--- src/rtl/apb_pkg.sv ---
// Shared APB definitions: transfer-phase state encoding and default bus/timeout sizing.
// Used by the core master, APB slaves and the interconnect bench.
package apb_pkg;

   typedef enum logic [1:0] {
      ST_IDLE   = 2'd0,
      ST_SETUP  = 2'd1,
      ST_ACCESS = 2'd2
   } apb_state_e;

   localparam int APB_BUS_WIDTH      = 16;
   localparam int APB_TIMEOUT_CYCLES = 64;
   localparam int APB_TO_WIDTH       = 7;

endpackage

--- src/rtl/apb_core_master_if.sv ---
// Core request/response handshake plus the APB3 master-port lane, as seen by the core master.
// master = the apb_core_master view; slave = the core + interconnect side driving it.
interface apb_core_master_if #(
   parameter int BUS_WIDTH = 16
);
   logic                 req_valid;
   logic                 req_ready;
   logic                 req_write;
   logic [BUS_WIDTH-1:0] req_addr;
   logic [BUS_WIDTH-1:0] req_wdata;

   logic                 rsp_valid;
   logic [BUS_WIDTH-1:0] rsp_rdata;
   logic                 rsp_err;

   logic [BUS_WIDTH-1:0] M_PADDR;
   logic                 M_PWRITE;
   logic                 M_PSELx;
   logic                 M_PENABLE;
   logic [BUS_WIDTH-1:0] M_PWDATA;
   logic [BUS_WIDTH-1:0] M_PRDATA;
   logic                 M_PREADY;

   modport master (
      input  req_valid, req_write, req_addr, req_wdata, M_PRDATA, M_PREADY,
      output req_ready, rsp_valid, rsp_rdata, rsp_err,
             M_PADDR, M_PWRITE, M_PSELx, M_PENABLE, M_PWDATA
   );

   modport slave (
      output req_valid, req_write, req_addr, req_wdata, M_PRDATA, M_PREADY,
      input  req_ready, rsp_valid, rsp_rdata, rsp_err,
             M_PADDR, M_PWRITE, M_PSELx, M_PENABLE, M_PWDATA
   );

endinterface

--- src/rtl/apb_timeout_ctr.sv ---
// Counts stalled ACCESS cycles; tc flags the stall cycle that reaches TIMEOUT_CYCLES.
// Zero latency on tc (combinational from count); TIMEOUT_CYCLES=0 keeps tc low forever.
module apb_timeout_ctr #(
   parameter int TIMEOUT_CYCLES = 64,
   parameter int TO_WIDTH       = 7
) (
   input  logic clk,
   input  logic reset,
   input  logic clr,
   input  logic en,
   output logic tc
);

   localparam logic [TO_WIDTH-1:0] LAST    = TO_WIDTH'(TIMEOUT_CYCLES - 1);
   localparam bit                  ENABLED = (TIMEOUT_CYCLES != 0);

   logic [TO_WIDTH-1:0] cnt_q;
   logic [TO_WIDTH-1:0] cnt_d;

   always_comb begin
      cnt_d = cnt_q;
      if (clr) begin
         cnt_d = '0;
      end else if (en) begin
         cnt_d = cnt_q + TO_WIDTH'(1);
      end
   end

   always_ff @(posedge clk or negedge reset) begin
      if (!reset) begin
         cnt_q <= '0;
      end else begin
         cnt_q <= cnt_d;
      end
   end

   // This stall is the one that brings the count up to TIMEOUT_CYCLES.
   assign tc = ENABLED && en && (cnt_q == LAST);

endmodule

--- src/rtl/apb_core_master.sv ---
// Core-side APB3 master: one request -> SETUP/ACCESS transfer, rsp_valid 3 cycles after accept plus wait states.
// req_ready only in IDLE (single outstanding); stalled slaves are aborted after TIMEOUT_CYCLES.
module apb_core_master
   import apb_pkg::*;
#(
   parameter int BUS_WIDTH      = APB_BUS_WIDTH,
   parameter int TIMEOUT_CYCLES = APB_TIMEOUT_CYCLES,
   parameter int TO_WIDTH       = APB_TO_WIDTH
) (
   input logic               clk,
   input logic               reset,
   apb_core_master_if.master bus
);

   apb_state_e           state_q,     state_d;
   logic [BUS_WIDTH-1:0] paddr_q,     paddr_d;
   logic [BUS_WIDTH-1:0] pwdata_q,    pwdata_d;
   logic                 pwrite_q,    pwrite_d;
   logic                 psel_q,      psel_d;
   logic                 penable_q,   penable_d;
   logic                 rsp_valid_q, rsp_valid_d;
   logic [BUS_WIDTH-1:0] rsp_rdata_q, rsp_rdata_d;
   logic                 rsp_err_q,   rsp_err_d;

   logic to_clr;
   logic to_en;
   logic to_tc;

   apb_timeout_ctr #(
      .TIMEOUT_CYCLES (TIMEOUT_CYCLES),
      .TO_WIDTH       (TO_WIDTH)
   ) u_timeout (
      .clk   (clk),
      .reset (reset),
      .clr   (to_clr),
      .en    (to_en),
      .tc    (to_tc)
   );

   always_comb begin
      state_d     = state_q;
      paddr_d     = paddr_q;
      pwdata_d    = pwdata_q;
      pwrite_d    = pwrite_q;
      psel_d      = psel_q;
      penable_d   = penable_q;
      rsp_valid_d = 1'b0;
      rsp_rdata_d = rsp_rdata_q;
      rsp_err_d   = rsp_err_q;
      to_clr      = 1'b0;
      to_en       = 1'b0;

      case (state_q)
         ST_IDLE: begin
            if (bus.req_valid) begin
               paddr_d  = bus.req_addr;
               pwdata_d = bus.req_wdata;
               pwrite_d = bus.req_write;
               psel_d   = 1'b1;
               state_d  = ST_SETUP;
            end
         end
         ST_SETUP: begin
            penable_d = 1'b1;
            to_clr    = 1'b1;
            state_d   = ST_ACCESS;
         end
         ST_ACCESS: begin
            // PREADY is checked first so a completion in the timeout cycle is not an error.
            if (bus.M_PREADY) begin
               if (!pwrite_q) begin
                  rsp_rdata_d = bus.M_PRDATA;
               end
               rsp_err_d   = 1'b0;
               rsp_valid_d = 1'b1;
               psel_d      = 1'b0;
               penable_d   = 1'b0;
               state_d     = ST_IDLE;
            end else begin
               to_en = 1'b1;
               if (to_tc) begin
                  rsp_rdata_d = '0;
                  rsp_err_d   = 1'b1;
                  rsp_valid_d = 1'b1;
                  psel_d      = 1'b0;
                  penable_d   = 1'b0;
                  state_d     = ST_IDLE;
               end
            end
         end
         default: begin
            psel_d    = 1'b0;
            penable_d = 1'b0;
            state_d   = ST_IDLE;
         end
      endcase
   end

   always_ff @(posedge clk or negedge reset) begin
      if (!reset) begin
         state_q     <= ST_IDLE;
         paddr_q     <= '0;
         pwdata_q    <= '0;
         pwrite_q    <= 1'b0;
         psel_q      <= 1'b0;
         penable_q   <= 1'b0;
         rsp_valid_q <= 1'b0;
         rsp_rdata_q <= '0;
         rsp_err_q   <= 1'b0;
      end else begin
         state_q     <= state_d;
         paddr_q     <= paddr_d;
         pwdata_q    <= pwdata_d;
         pwrite_q    <= pwrite_d;
         psel_q      <= psel_d;
         penable_q   <= penable_d;
         rsp_valid_q <= rsp_valid_d;
         rsp_rdata_q <= rsp_rdata_d;
         rsp_err_q   <= rsp_err_d;
      end
   end

   assign bus.req_ready = (state_q == ST_IDLE);
   assign bus.rsp_valid = rsp_valid_q;
   assign bus.rsp_rdata = rsp_rdata_q;
   assign bus.rsp_err   = rsp_err_q;
   assign bus.M_PADDR   = paddr_q;
   assign bus.M_PWDATA  = pwdata_q;
   assign bus.M_PWRITE  = pwrite_q;
   assign bus.M_PSELx   = psel_q;
   assign bus.M_PENABLE = penable_q;

endmodule

--- src/flat_wrapper.sv ---
// flat-port wrapper written by rule: the top's interface ports become plain ports
module apb_core_master_flat import apb_pkg::*;
#(
   parameter int BUS_WIDTH      = APB_BUS_WIDTH,
   parameter int TIMEOUT_CYCLES = APB_TIMEOUT_CYCLES,
   parameter int TO_WIDTH       = APB_TO_WIDTH
)
  (clk, reset, bus_req_valid, bus_req_write, bus_req_addr, bus_req_wdata, bus_M_PRDATA, bus_M_PREADY, bus_req_ready, bus_rsp_valid, bus_rsp_rdata, bus_rsp_err, bus_M_PADDR, bus_M_PWRITE, bus_M_PSELx, bus_M_PENABLE, bus_M_PWDATA);
  apb_core_master_if #(.BUS_WIDTH(BUS_WIDTH)) bus_i ();
  input logic clk;
  input logic reset;
  input wire logic [$bits(bus_i.req_valid)-1:0] bus_req_valid;
  input wire logic [$bits(bus_i.req_write)-1:0] bus_req_write;
  input wire logic [$bits(bus_i.req_addr)-1:0] bus_req_addr;
  input wire logic [$bits(bus_i.req_wdata)-1:0] bus_req_wdata;
  input wire logic [$bits(bus_i.M_PRDATA)-1:0] bus_M_PRDATA;
  input wire logic [$bits(bus_i.M_PREADY)-1:0] bus_M_PREADY;
  output wire logic [$bits(bus_i.req_ready)-1:0] bus_req_ready;
  output wire logic [$bits(bus_i.rsp_valid)-1:0] bus_rsp_valid;
  output wire logic [$bits(bus_i.rsp_rdata)-1:0] bus_rsp_rdata;
  output wire logic [$bits(bus_i.rsp_err)-1:0] bus_rsp_err;
  output wire logic [$bits(bus_i.M_PADDR)-1:0] bus_M_PADDR;
  output wire logic [$bits(bus_i.M_PWRITE)-1:0] bus_M_PWRITE;
  output wire logic [$bits(bus_i.M_PSELx)-1:0] bus_M_PSELx;
  output wire logic [$bits(bus_i.M_PENABLE)-1:0] bus_M_PENABLE;
  output wire logic [$bits(bus_i.M_PWDATA)-1:0] bus_M_PWDATA;
  assign bus_i.req_valid = bus_req_valid;
  assign bus_i.req_write = bus_req_write;
  assign bus_i.req_addr = bus_req_addr;
  assign bus_i.req_wdata = bus_req_wdata;
  assign bus_i.M_PRDATA = bus_M_PRDATA;
  assign bus_i.M_PREADY = bus_M_PREADY;
  assign bus_req_ready = bus_i.req_ready;
  assign bus_rsp_valid = bus_i.rsp_valid;
  assign bus_rsp_rdata = bus_i.rsp_rdata;
  assign bus_rsp_err = bus_i.rsp_err;
  assign bus_M_PADDR = bus_i.M_PADDR;
  assign bus_M_PWRITE = bus_i.M_PWRITE;
  assign bus_M_PSELx = bus_i.M_PSELx;
  assign bus_M_PENABLE = bus_i.M_PENABLE;
  assign bus_M_PWDATA = bus_i.M_PWDATA;
  apb_core_master #(.BUS_WIDTH(BUS_WIDTH), .TIMEOUT_CYCLES(TIMEOUT_CYCLES), .TO_WIDTH(TO_WIDTH)) u_core (.clk(clk), .reset(reset), .bus(bus_i));
endmodule
--- config.mk ---
export PLATFORM = sky130hd
export DESIGN_NAME = apb_core_master_flat
export DESIGN_NICKNAME = d
export VERILOG_FILES = /design/src/rtl/apb_pkg.sv /design/src/rtl/apb_core_master_if.sv /design/src/rtl/apb_timeout_ctr.sv /design/src/rtl/apb_core_master.sv /design/src/flat_wrapper.sv
export SDC_FILE = /design/constraint.sdc
export NUM_CORES = 1
export LEC_CHECK = 0
export BUFFER_PORTS_ARGS = -buffer_cell sky130_fd_sc_hd__clkbuf_2
export CORE_MARGIN = 2
export CORE_UTILIZATION = 52
export CTS_CLUSTER_SIZE = 30
export DETAILED_ROUTE_END_ITERATION = 16
export HOLD_SLACK_MARGIN = 0.15
export PLACE_DENSITY = 0.85
export SYNTH_ARGS = -nofsm -noshare
export SYNTH_HDL_FRONTEND = slang
export SYNTH_SLANG_ARGS = --single-unit
--- constraint.sdc ---
create_clock -name clk -period 2.4 [get_ports clk]
set_input_delay 0.24 -clock clk [delete_from_list [all_inputs] [get_ports clk]]
set_output_delay 0.24 -clock clk [all_outputs]
set_load 0.03 [all_outputs]
# Word level (Yosys, flattened, before mapping)
# Cells that the tools add are included.
[op_classes]
reduce_logical = 10
n_eq_ne = 6
bitwise = 2
mux = 22
add_sub_neg = 1
[ops]
columns = ["op", "n"]
rows = [
  ["16-bit two-way mux", 3],
  ["7-bit two-way mux", 2],
  ["1-bit two-way mux", 11],
  ["2-bit AND reduction", 4],
  ["7-bit by 1-bit adder with 7-bit output (second input constant)", 1],
  ["7-bit by 6-bit == test with 1-bit output (second input constant)", 1],
  ["2-bit two-way mux", 3],
  ["1-bit case mux with 3 select lines", 2],
  ["2-bit case mux with 3 select lines", 1],
  ["3-bit AND reduction", 2],
  ["2-bit inequality test (second input constant)", 2],
  ["2-bit nonzero test", 2],
  ["3-bit by 2-bit inequality test with 1-bit output (second input constant)", 1],
  ["2-bit by 1-bit == test with 1-bit output (second input constant)", 1],
  ["2-bit == test (second input constant)", 1],
  ["2-bit logical NOT", 1],
  ["1-bit inverter", 2],
  ["1-bit logical AND", 1],
]
[totals]
wordCells = 51
output_inout_bits = 54
reg_bits = 62

# Longest topological paths before layout
# Gate-level depths: netlist of run 1.
[depth]
ltp_word = 6
mapped_depth = 5
depth_no_buf = 4

# Cells and area by module
# A second synthesis of run 1 with hierarchy kept.
[hier_totals]
hier_cells = 162
hier_area_um2 = 2531.2
[modules_own_cells]
columns = ["mod", "cells_each", "instances", "area_each_um2"]
rows = [
  ["apb_core_master", 130, 1, 2195.9],
  ["apb_timeout_ctr", 32, 1, 335.3],
]

# Worst setup path before layout of run 1
# Ideal clock, no wire load.
[synth_path]
path_kind = "reg2reg"
from = "register u_core.state_q[1]"
to = "register u_core.paddr_q[10] (netlist: u_core.bus.M_PADDR[10])"
n_path_buf = 1
t_required_ns = 2.275
synth_period_minus_slack_ns = 1.428
t_arrival_ns = 1.303
path_stages_with_launch = 4
slack_ns = 0.972
cell_sequence = "dfrtp_1 > nor3b_4 > buf_6 > mux2_2"
[synth_between]
elab_chain_cells = 2
[synth_rtl]
columns = ["item", "line", "rtl"]
rows = [
  ["start, declared", "apb_core_master.sv:15", "apb_state_e state_q, state_d;"],
  ["start signal, assigned", "apb_core_master.sv:111", "state_q <= state_d;"],
  ["2-bit logical NOT", "apb_core_master.sv:53", "case (state_q)"],
  ["2-bit AND reduction (no source line)", "--", ""],
  ["end signal, assigned", "apb_core_master.sv:112", "paddr_q <= paddr_d;"],
  ["end, declared", "apb_core_master.sv:16", "logic [BUS_WIDTH-1:0] paddr_q, paddr_d;"],
]
# Every way passes these cells.
# A chain may end at the register's enable or synchronous reset.

# Final worst setup path of run 1
[layout_path]
from = "register u_core.state_q[1]"
to = "register u_core.pwdata_q[15] (netlist: u_core.bus.M_PWDATA[15])"
[layout_between]
elab_chain_cells = 2
[layout_rtl]
columns = ["item", "line", "rtl"]
rows = [
  ["2-bit logical NOT", "apb_core_master.sv:53", ""],
  ["2-bit AND reduction (no source line)", "--", ""],
  ["end signal, assigned", "apb_core_master.sv:113", "pwdata_q <= pwdata_d;"],
  ["end, declared", "apb_core_master.sv:17", "logic [BUS_WIDTH-1:0] pwdata_q, pwdata_d;"],
]
# Every way passes these cells.

==> flow_summary.yaml, run 1 <==
sta:
  finalHoldViolations: 0
  setup_ws_ns: 0.659
  slew_viol_final: 0
  clock_skew_ns: 0.0124
  min_period_ns: 1.74
  finalSetupTns_ns: 0
  max_freq_ghz: 0.574
  worstMarginPinSlew_ns: 0.727
  setup_viol: 0
  relSlewSlack_pct: 51.6
  period_share_pct: 72.5
  rsz0062_at_grt: "false"
floorplan:
  io_pins: 107
  die_area_um2: 5870
  rows: 26
  dieHeight_um: 76.6
  die_x_um: 76.6
  design.core.area_um2: 5110
  start_util_pct: 53.7
place:
  dpl_cell_area_um2: 3340
  gp_congestion: 0.779
  portBuffers: 106
  place_ws_ns: 0.689
  place_hpwl_mm: 4.25
pwr:
  p_per_area_nw_per_um2: 1300
  power_mw: 5.07
  p_leak_nw: 1.86
  ir_drop_uv: 975
synth:
  synthCells: 229
  avgSynthCellArea_um2: 12.0
  synth_seq_area_share_pct: 56.6
  synth_enable_flop_cells: 0
  synth_cell_types: 42
  async_reset_ff_share_pct: 100
  synth_area_leader_cell: "dfrtp_1"
  synth_area_leaders: "dfrtp_1 57%, mux2_2 13%, o211ai_1 4.4%, o21ai_0 3.8%, inv_1 2.5%"
  yosysWarnings: 0
  synth_fp_nets: 283
  ys_ff_latch: 62
  synth_top_area_share_pct: 56.6
  synth_ff_type: "dfrtp_1"
  syn_area_um2: 2740
run:
  max-cap-violations: 0
cts:
  cts_tree: "built"
  cts_setup_buffers: 0
  clk_pin_slew_ns: 0.07
  ctsHoldBuffers: 35
  ctsResizeCount: 0
  htreeDepth: 3
  cts.sinks: 62
  cts-root-buf: "clkbuf_8"
  clk_latency_ns: 0.34
  cts_made_buffers: 9
  cts_buffer_depth: 2
setup_path:
  end_kind: "flip-flop"
  slowest_delay_ns: 0.55
  path_delay_family: "flip-flops"
  startpoint_type: "flip-flop"
  crit_cells: 3
  path_max_fanout: 30
  rr_worst_depth: 3
  slowest_stage: "dfrtp_1"
  worstPathArrival_ns: 1.96
  path_cells: "nor3b_4 > buf_12 > mux2_2"
  crit_buf_inv: 1
  crit_type: "flip-flop to flip-flop"
  critical_path_required_ns: 2.62
cells_and_area:
  num_antenna_cells: 0
  layout_commonest_cell: "clkbuf_2"
  final_layout_size_suffix_gt1_share_pct: 43.4
  layout.nets: 427
  fin_util_pct: 76.3
  syn_to_final_growth_pct: 42.2
  final_area_um2: 3900
  final_cell_mix: "105 x clkbuf_2, 62 x dfrtp_1, 35 x dlygate4sd3_1"
detailed_routing:
  vias: 2384
  antenna_left: 0
  routedWlPerCell_um: 17.1
  first_pass_iters: 4
  drt-initial-drc-count: 142
  routed_wl_mm: 7.65
  vias_per_cell: 5.32
  drcViolationCount: 0
grt:
  grt_use_total_pct: 27.1
  grt-ovfl-total: 0
  grt_pass1_vias: 2345
  grt_max_degree: 33
  antenna_found_initial: 0
  grt_pass1_wl_mm: 12.2
min_path:
  hold_class: "input port to flip-flop"
  whs_path_depth: 3
run_status:
  outcome: "finished, final reports clean"
[cells in the mapped netlist (all sizes together), types with 2 or more instances]
library cell  count
mux2             33
nand4b            7
o21ai            21
o211ai           16
nand3            12
inv              19
nand2             7
buf              10
or2               2
a21oi             4
nor3              2
nor3b             2
and2              2
dfrtp            62
nor2              5
a32o              3
o2bb2ai           3
clkbuf            3
[worst reg2reg max path, stage by stage (launching register included)]
cell     delay, ns
dfrtp_1       0.55
nor3b_4       0.45
buf_12        0.26
mux2_2        0.38
[cell type report]
class | count | area, um^2
clock inverters | 5 | 56.3
clock buffers | 11 | 151
inverters | 19 | 71.3
well taps | 70 | 87.6
flip-flops and latches | 62 | 1550
repair buffers | 146 | 943
fillers | 309 | 1210
multi-input cells | 135 | 1040
[kinds of logic after synthesis]
logic type	after synthesis	synth area share, %
flip-flops	62	56.6
AO/OA/AOI/OAI	54	13.2
AND/OR/NAND/NOR	47	10.6
multiplexers	33	13.5
buffers and inverters	32	5.61
adder cells (fa/ha/maj)	1	0.456
[flip-flops by register name, summed over array words and instances, names as in the netlist]
register	count
u_core.bus.M_PSELx	1
u_core.bus.rsp_rdata	16
u_core.bus.rsp_err	1
u_core.state_q	2
u_core.bus.M_PWRITE	1
u_core.bus.M_PENABLE	1
u_core.bus.M_PADDR	16
u_core.bus.M_PWDATA	16
u_core.bus.rsp_valid	1
u_core.u_timeout.cnt_q	7
[where the power goes]
group	leakage (nW)	internal (mW)	switching (mW)	total (mW)
combinational	1.04	0.815	1.48	2.29
clock	0.106	0.537	0.427	0.963
sequential	0.712	1.46	0.355	1.81
[per-stage QoR]
stage,hold WS [ns],std cells
6_report,0.164,448
5_1_grt,0.160,448
4_1_cts,0.150,448
3_5_place_dp,0.339,397
3_3_place_gp,0.330,397
2_1_floorplan,-0.0556,229
[path summary, 6_finish.rpt]
path | end | from | slack [ns]
max | u_core.bus.M_PWDATA[15] | u_core.state_q[1] | 0.66
min | u_core.bus.rsp_rdata[6] | bus_M_PRDATA[6] | 0.16
max reg2reg | u_core.bus.M_PWDATA[15] | u_core.state_q[1] | 0.66
min reg2reg | u_core.bus.M_PADDR[12] | u_core.bus.M_PADDR[12] | 0.49
max in group asynchronous | u_core.bus.M_PWDATA[3] | reset | 1.29
min in group asynchronous | u_core.bus.rsp_rdata[2] | reset | 0.50
[layer usage]
layer  share of wire, %  global-route usage [%]  vias up
met5                  0                       0        -
met2                 50                    44.2      122
met3                6.6                    5.92        2
li1                   -                       -     1109
met4               0.38                    8.36        0
met1                 43                    36.5     1151
Note: power is estimated with default switching activity, not from simulation.
==> run 2, diff against run 1 <==
ABC_AREA = 1   (was not set)
CORE_UTILIZATION = 47   (was 52)
PLACE_DENSITY = 0.79   (was 0.85)
clock period = 1.8 ns   (was 2.4 ns; I/O delays follow)
==> run 2 against run 1 <==
Compared with the run above:
- total power up 24%
- register-to-register slack worse by 0.32 ns
- sequential cell count unchanged
- wire length down 11%
- count of clock-buffer cells in the layout up 2
- clock skew down 0.0046 ns
==> flow_summary.yaml, run 2 <==
sta:
  finalHoldViolations: 0
  period_share_pct: 81.4
  relSlewSlack_pct: 63.2
  setup_viol: 0
  worstMarginPinSlew_ns: 0.551
  setup_ws_ns: 0.335
  finalSetupTns_ns: 0
  min_period_ns: 1.47
  clock_skew_ns: 0.00781
  rsz0062_at_grt: "false"
  slew_viol_final: 0
  max_freq_ghz: 0.682
synth:
  ys_ff_latch: 62
  synthTopCellsByCount: "161 x nand2_1, 62 x dfrtp_1, 16 x nand4_1"
  synthCells: 285
  synth_fp_nets: 339
  synth_area_leaders: "dfrtp_1 62%, nand2_1 24%, nand4_1 4.0%, buf_6 1.8%, inv_1 1.5%"
  yosysWarnings: 0
  synth_area_leader_cell: "dfrtp_1"
  synth_ff_type: "dfrtp_1"
  synth_enable_flop_cells: 0
  yosysMostFrequentCell: "nand2_1"
  avgSynthCellArea_um2: 8.82
  synth_seq_area_share_pct: 61.8
  syn_area_um2: 2510
  synth_top_area_share_pct: 61.8
  synth_cell_types: 19
  async_reset_ff_share_pct: 100
cts:
  cts_tree: "built"
  ctsResizeCount: 0
  clk_latency_ns: 0.33
  clk_pin_slew_ns: 0.07
  ctsHoldBuffers: 50
  htreeDepth: 3
  cts.sinks: 62
  cts_made_buffers: 9
  cts_setup_buffers: 0
  cts-root-buf: "clkbuf_8"
  cts_buffer_depth: 2
floorplan:
  die_x_um: 77.1
  die_area_um2: 5950
  rows: 26
  start_util_pct: 48.9
  dieHeight_um: 77.1
  io_pins: 107
  design.core.area_um2: 5140
detailed_routing:
  routed_wl_mm: 6.80
  routedWlPerCell_um: 13.1
  vias_per_cell: 4.78
  drcViolationCount: 0
  drt-initial-drc-count: 207
  first_pass_iters: 4
  vias: 2474
  antenna_left: 0
setup_path:
  path_delay_family: "simple AND/OR/NAND/NOR gates"
  crit_type: "flip-flop to flip-flop"
  critical_path_required_ns: 2.01
  path_cells: "ha_1 > nand2_1 > nor2_2 > nand2_1 > nand2_2 > nand3_4 > nand2_1 > nand2_1"
  crit_buf_inv: 0
  slowest_delay_ns: 0.38
  cp_common_cell: "nand2_1"
  worstPathArrival_ns: 1.68
  startpoint_type: "flip-flop"
  end_kind: "flip-flop"
  path_max_fanout: 16
  slowest_stage: "dfrtp_1"
cells_and_area:
  final_cell_mix: "161 x nand2_1, 106 x clkbuf_2, 62 x dfrtp_1"
  num_antenna_cells: 0
  layout.nets: 497
  syn_to_final_growth_pct: 49.4
  final_layout_size_suffix_gt1_share_pct: 28.3
  layout_commonest_cell: "nand2_1"
grt:
  grt-ovfl-total: 0
  grt_max_degree: 63
  grt_use_total_pct: 24.2
  grt_pass1_vias: 2489
  antenna_found_initial: 0
  grt_pass1_wl_mm: 11.3
run:
  max-cap-violations: 0
pwr:
  p_per_area_nw_per_um2: 1680
  power_mw: 6.31
  p_leak_nw: 2.11
  ir_drop_uv: 1180
place:
  place_ws_ns: 0.401
  place_hpwl_mm: 3.82
  portBuffers: 106
  gp_congestion: 0.779
min_path:
  hold_class: "input port to flip-flop"
run_status:
  outcome: "finished, final reports clean"
run 2: changes by cell type in the layout (fill, tap and decap cells not counted), moves of 3 or more:
cell | previous run | this run
mux2_2 | 31 | 0
a32o_1 | 3 | 0
nand4_1 | 1 | 16
nand4b_1 | 7 | 0
nand2_1 | 7 | 161
clkbuf_1 | 0 | 3
o21ai_0 | 21 | 5
o211ai_1 | 16 | 0
nand3_1 | 12 | 4
dlygate4sd3_1 | 35 | 50
o2bb2ai_1 | 3 | 0
a21oi_1 | 4 | 0
inv_1 | 18 | 10
run 2: worst register-to-register path, cell delays in order (launching register included):
cell     delay (ns)
dfrtp_1        0.38
ha_1           0.19
nand2_1        0.07
nor2_2         0.10
nand2_1        0.11
nand2_2        0.10
nand3_4        0.17
nand2_1        0.16
nand2_1        0.07
run 2: logic make-up after synthesis:
kind of cell / Yosys count / share of synthesized area, %
DFF: 62 / 61.8
and+or+nand+nor: 190 / 31.0
xor gates and xnor gates: 1 / 0.349
adders and majority gates: 1 / 0.498
buffers and inverters: 24 / 4.93
AOI/OAI and AO/OA: 7 / 1.44
run 2: worst paths after layout:
path	from	end	cells past startpoint	slack, ns
worst max-delay path	u_core.u_timeout.cnt_q[0]	u_core.bus.rsp_rdata[11]	8	0.33
min in group asynchronous	reset	u_core.bus.M_PADDR[0]	3	0.43
worst max register to register	u_core.u_timeout.cnt_q[0]	u_core.bus.rsp_rdata[11]	8	0.33
worst min-delay path	bus_req_valid	u_core.bus.M_PSELx	6	0.24
max in group asynchronous	reset	u_core.bus.rsp_err	3	1.09
worst min register to register	u_core.bus.rsp_rdata[2]	u_core.bus.rsp_rdata[2]	2	0.47
run 2: cell type report:
type                       instances  area [um^2]
clock buffer                      13          149
clock inverter                     3         20.0
fill                             358         1390
timing repair buffer             158         1060
inverter                          13         48.8
multi-input combinational        199          837
sequential                        62         1550
tap                               70         87.6
run 2: metal layers:
layer / up-vias / part of all wire, % / GRT usage (%) / routed length, um
li1: 1201 / - / - / -
met1: 1149 / 40 / 29.0 / 2700
met2: 104 / 52 / 40.2 / 3510
met3: 20 / 6.3 / 6.71 / 426
met4: 0 / 2.4 / 12.5 / 164
met5: - / 0 / 0 / 0
run 2: where the power goes:
group / leakage [nW] / internal (mW) / switching (mW) / total (mW)
Sequential: 0.784 / 1.97 / 0.347 / 2.32
Combinational: 1.25 / 0.799 / 2.15 / 2.94
Clock: 0.0796 / 0.536 / 0.508 / 1.04
Total: 2.11 / 3.31 / 3.00 / 6.31
run 2: metrics by stage:
stage | instance area (um^2) | hold slack [ns] | instances | utilization (%)
2_1_floorplan | 2510 | -0.116 | 285 | -
3_3_place_gp | 3080 | 0.218 | 452 | 60.0
3_5_place_dp | 3080 | 0.219 | 452 | 60.0
4_1_cts | 3750 | 0.227 | 518 | 73.0
5_1_grt | 3750 | 0.315 | 518 | 73.0
6_report | 3750 | 0.236 | 518 | 73.0
==> run 3, diff against run 2 <==
CORE_UTILIZATION = 42   (was 47)
PLACE_DENSITY = 0.75   (was 0.79)
clock period = 1.2 ns   (was 1.8 ns; I/O delays follow)
==> run 3 against run 2 <==
Compared with the run above:
- the flow now finishes with violations (negative setup slack)
- setup slack got worse by 0.46 ns
- die area up 11%
- design area up 20%
- fmax is 11% higher
- first-iteration DRC count is 40% lower
- critical path depth unchanged
- final cell count is 6.9% higher
- critical endpoint is now u_core.bus.rsp_rdata[10]
- largest power group unchanged
==> flow_summary.yaml, run 3 (synthesized netlist as in run 2, its figures left out) <==
detailed_routing:
  vias_per_cell: 4.82
  routed_wl_mm: 8.01
  drcViolationCount: 0
  first_pass_iters: 5
  drt-initial-drc-count: 125
  routedWlPerCell_um: 14.5
  vias: 2668
  antenna_left: 0
sta:
  worstMarginPinSlew_ns: 0.331
  relSlewSlack_pct: 77.9
  finalHoldViolations: 0
  period_share_pct: 110
  clock_skew_ns: 0.00724
  rsz0062_at_grt: "true"
  setup_ws_ns: -0.123
  setup_viol: 53
  max_freq_ghz: 0.756
  slew_viol_final: 0
  hold_slack_ns: 0.245
  min_period_ns: 1.32
cts:
  cts-root-buf: "clkbuf_8"
  clk_latency_ns: 0.33
  cts.sinks: 62
  cts_buffer_depth: 2
  cts_made_buffers: 9
  htreeDepth: 3
  clk_pin_slew_ns: 0.07
  cts_tree: "built"
grt:
  grt_pass1_wl_mm: 11.4
  grt_max_degree: 63
  antenna_found_initial: 0
  use_met2_pct: 38.5
  use_met3_pct: 5.00
  grt_pass1_vias: 2460
  gr-max-usage-layer: "met2"
  grt-ovfl-total: 0
  grtUsageMet1_pct: 27.9
  grt_use_total_pct: 22.5
setup_path:
  path_max_fanout: 8
  path_delay_family: "simple AND/OR/NAND/NOR gates"
  critical_path_required_ns: 1.42
  timing.rr.start: "u_core.u_timeout.cnt_q[1]"
  worstPathArrival_ns: 1.54
  rr_worst_depth: 8
  path_cells: "ha_2 > nand2_2 > nor2_4 > nand2_4 > nand2_4 > nand3_4 > nand2_2 > nand2_1"
  r2r-end: "u_core.bus.rsp_rdata[10]"
  slowest_stage: "dfrtp_1"
  rrSetupSlack_ns: -0.12
  crit_buf_inv: 0
  end_kind: "flip-flop"
  crit_type: "flip-flop to flip-flop"
  slowest_delay_ns: 0.36
  startpoint_type: "flip-flop"
cells_and_area:
  layout.nets: 529
  multi_input_area_um2: 1190
  fillers: 374
  final_layout_size_suffix_gt1_share_pct: 49.5
  layout_commonest_cell: "clkbuf_2"
  final_cell_mix: "105 x clkbuf_2, 93 x nand2_1, 60 x dfrtp_1"
  num_antenna_cells: 0
  syn_to_final_growth_pct: 79.2
  seqCellArea_um2: 1550
  fin_cells: 554
pwr:
  p_leak_nw: 2.51
  ir_drop_uv: 1590
  p_per_area_nw_per_um2: 2430
place:
  place_hpwl_mm: 4.09
  dp_cells: 478
  gp_congestion: 0.745
  portBuffers: 106
floorplan:
  io_pins: 107
  die_x_um: 81.3
  design.core.area_um2: 5850
  rows: 28
  dieHeight_um: 81.3
  start_util_pct: 42.9
  die_area_um2: 6620
run_status:
  outcome: "complete, but fails checks"
  violations: "negative setup slack"
min_path:
  whs_path_depth: 6
  worstHoldStart: "bus_req_valid"
  hold_class: "input port to flip-flop"
  whs_endpoint: "u_core.bus.M_PSELx"
run:
  max-cap-violations: 0
run 3: power by group:
part           internal [mW]  switching (mW)  total (mW)  leakage [nW]
clock                  0.723           0.783        1.51        0.0817
combinational           2.11            3.76        5.88          1.64
sequential              2.97           0.581        3.55         0.781
total                   5.80            5.13        10.9          2.51
run 3: worst max path at each step:
stage	startpoint	cells after the start	to	slack, ns
3_5_place_dp	u_core.u_timeout.cnt_q[1]	8	u_core.bus.rsp_rdata[12]	-0.15
4_1_cts	u_core.u_timeout.cnt_q[1]	8	u_core.bus.rsp_rdata[4]	-0.09
3_3_place_gp	u_core.u_timeout.cnt_q[0]	8	u_core.bus.rsp_rdata[12]	-0.06
5_1_grt	u_core.u_timeout.cnt_q[0]	8	u_core.bus.rsp_rdata[6]	-0.20
6_report	u_core.u_timeout.cnt_q[1]	8	u_core.bus.rsp_rdata[10]	-0.12
2_1_floorplan	u_core.u_timeout.cnt_q[0]	9	u_core.bus.rsp_rdata[10]	-0.11
run 3: what timing repair did:
action,CTS,global route
pin swaps,6,29
gates resized for setup,15,102
endpoints found under the setup margin,22,60
buffers inserted,2,3
hold buffers,50,0
cloned,1,7
endpoints found under the hold margin,111,0
run 3: metrics by stage:
| stage | power, mW | worst slack (ns) | instance area, um^2 | TNS, ns | util [%] |
|---|---|---|---|---|---|
| floorplan | 6.49 | -0.105 | 2530 | -1.05 | - |
| global placement | 8.05 | -0.0644 | 3300 | -0.949 | 56.3 |
| detailed placement | 8.15 | -0.154 | 3300 | -2.10 | 56.3 |
| CTS | 9.91 | -0.0885 | 4030 | -1.20 | 68.8 |
| global route | 11.6 | -0.196 | 4500 | -6.36 | 77.0 |
| finish | 10.9 | -0.123 | 4500 | -2.78 | 77.0 |
run 3: area by class of cell:
cell class                 instances  share of cell area [%]
clock inverter                     5                   0.611
tap                               75                    2.08
sequential                        62                    34.5
timing repair buffer             189                    32.3
clock buffer                      10                    2.83
inverter                          13                    1.36
multi-input combinational        200                    26.3
run 3: per-layer routing:
metal / share of wire, % / routed length, um
met1: 39 / 3150
met5: 0 / 0
met3: 4.8 / 387
met2: 53 / 4240
met4: 2.9 / 230
run 3: worst min-delay path: cells and delay by family:
family,cells,cell delay (ns)
buffers and inverters,2,0.21
AND/OR/NAND/NOR,3,0.15
AO/OA/AOI/OAI,1,0.07
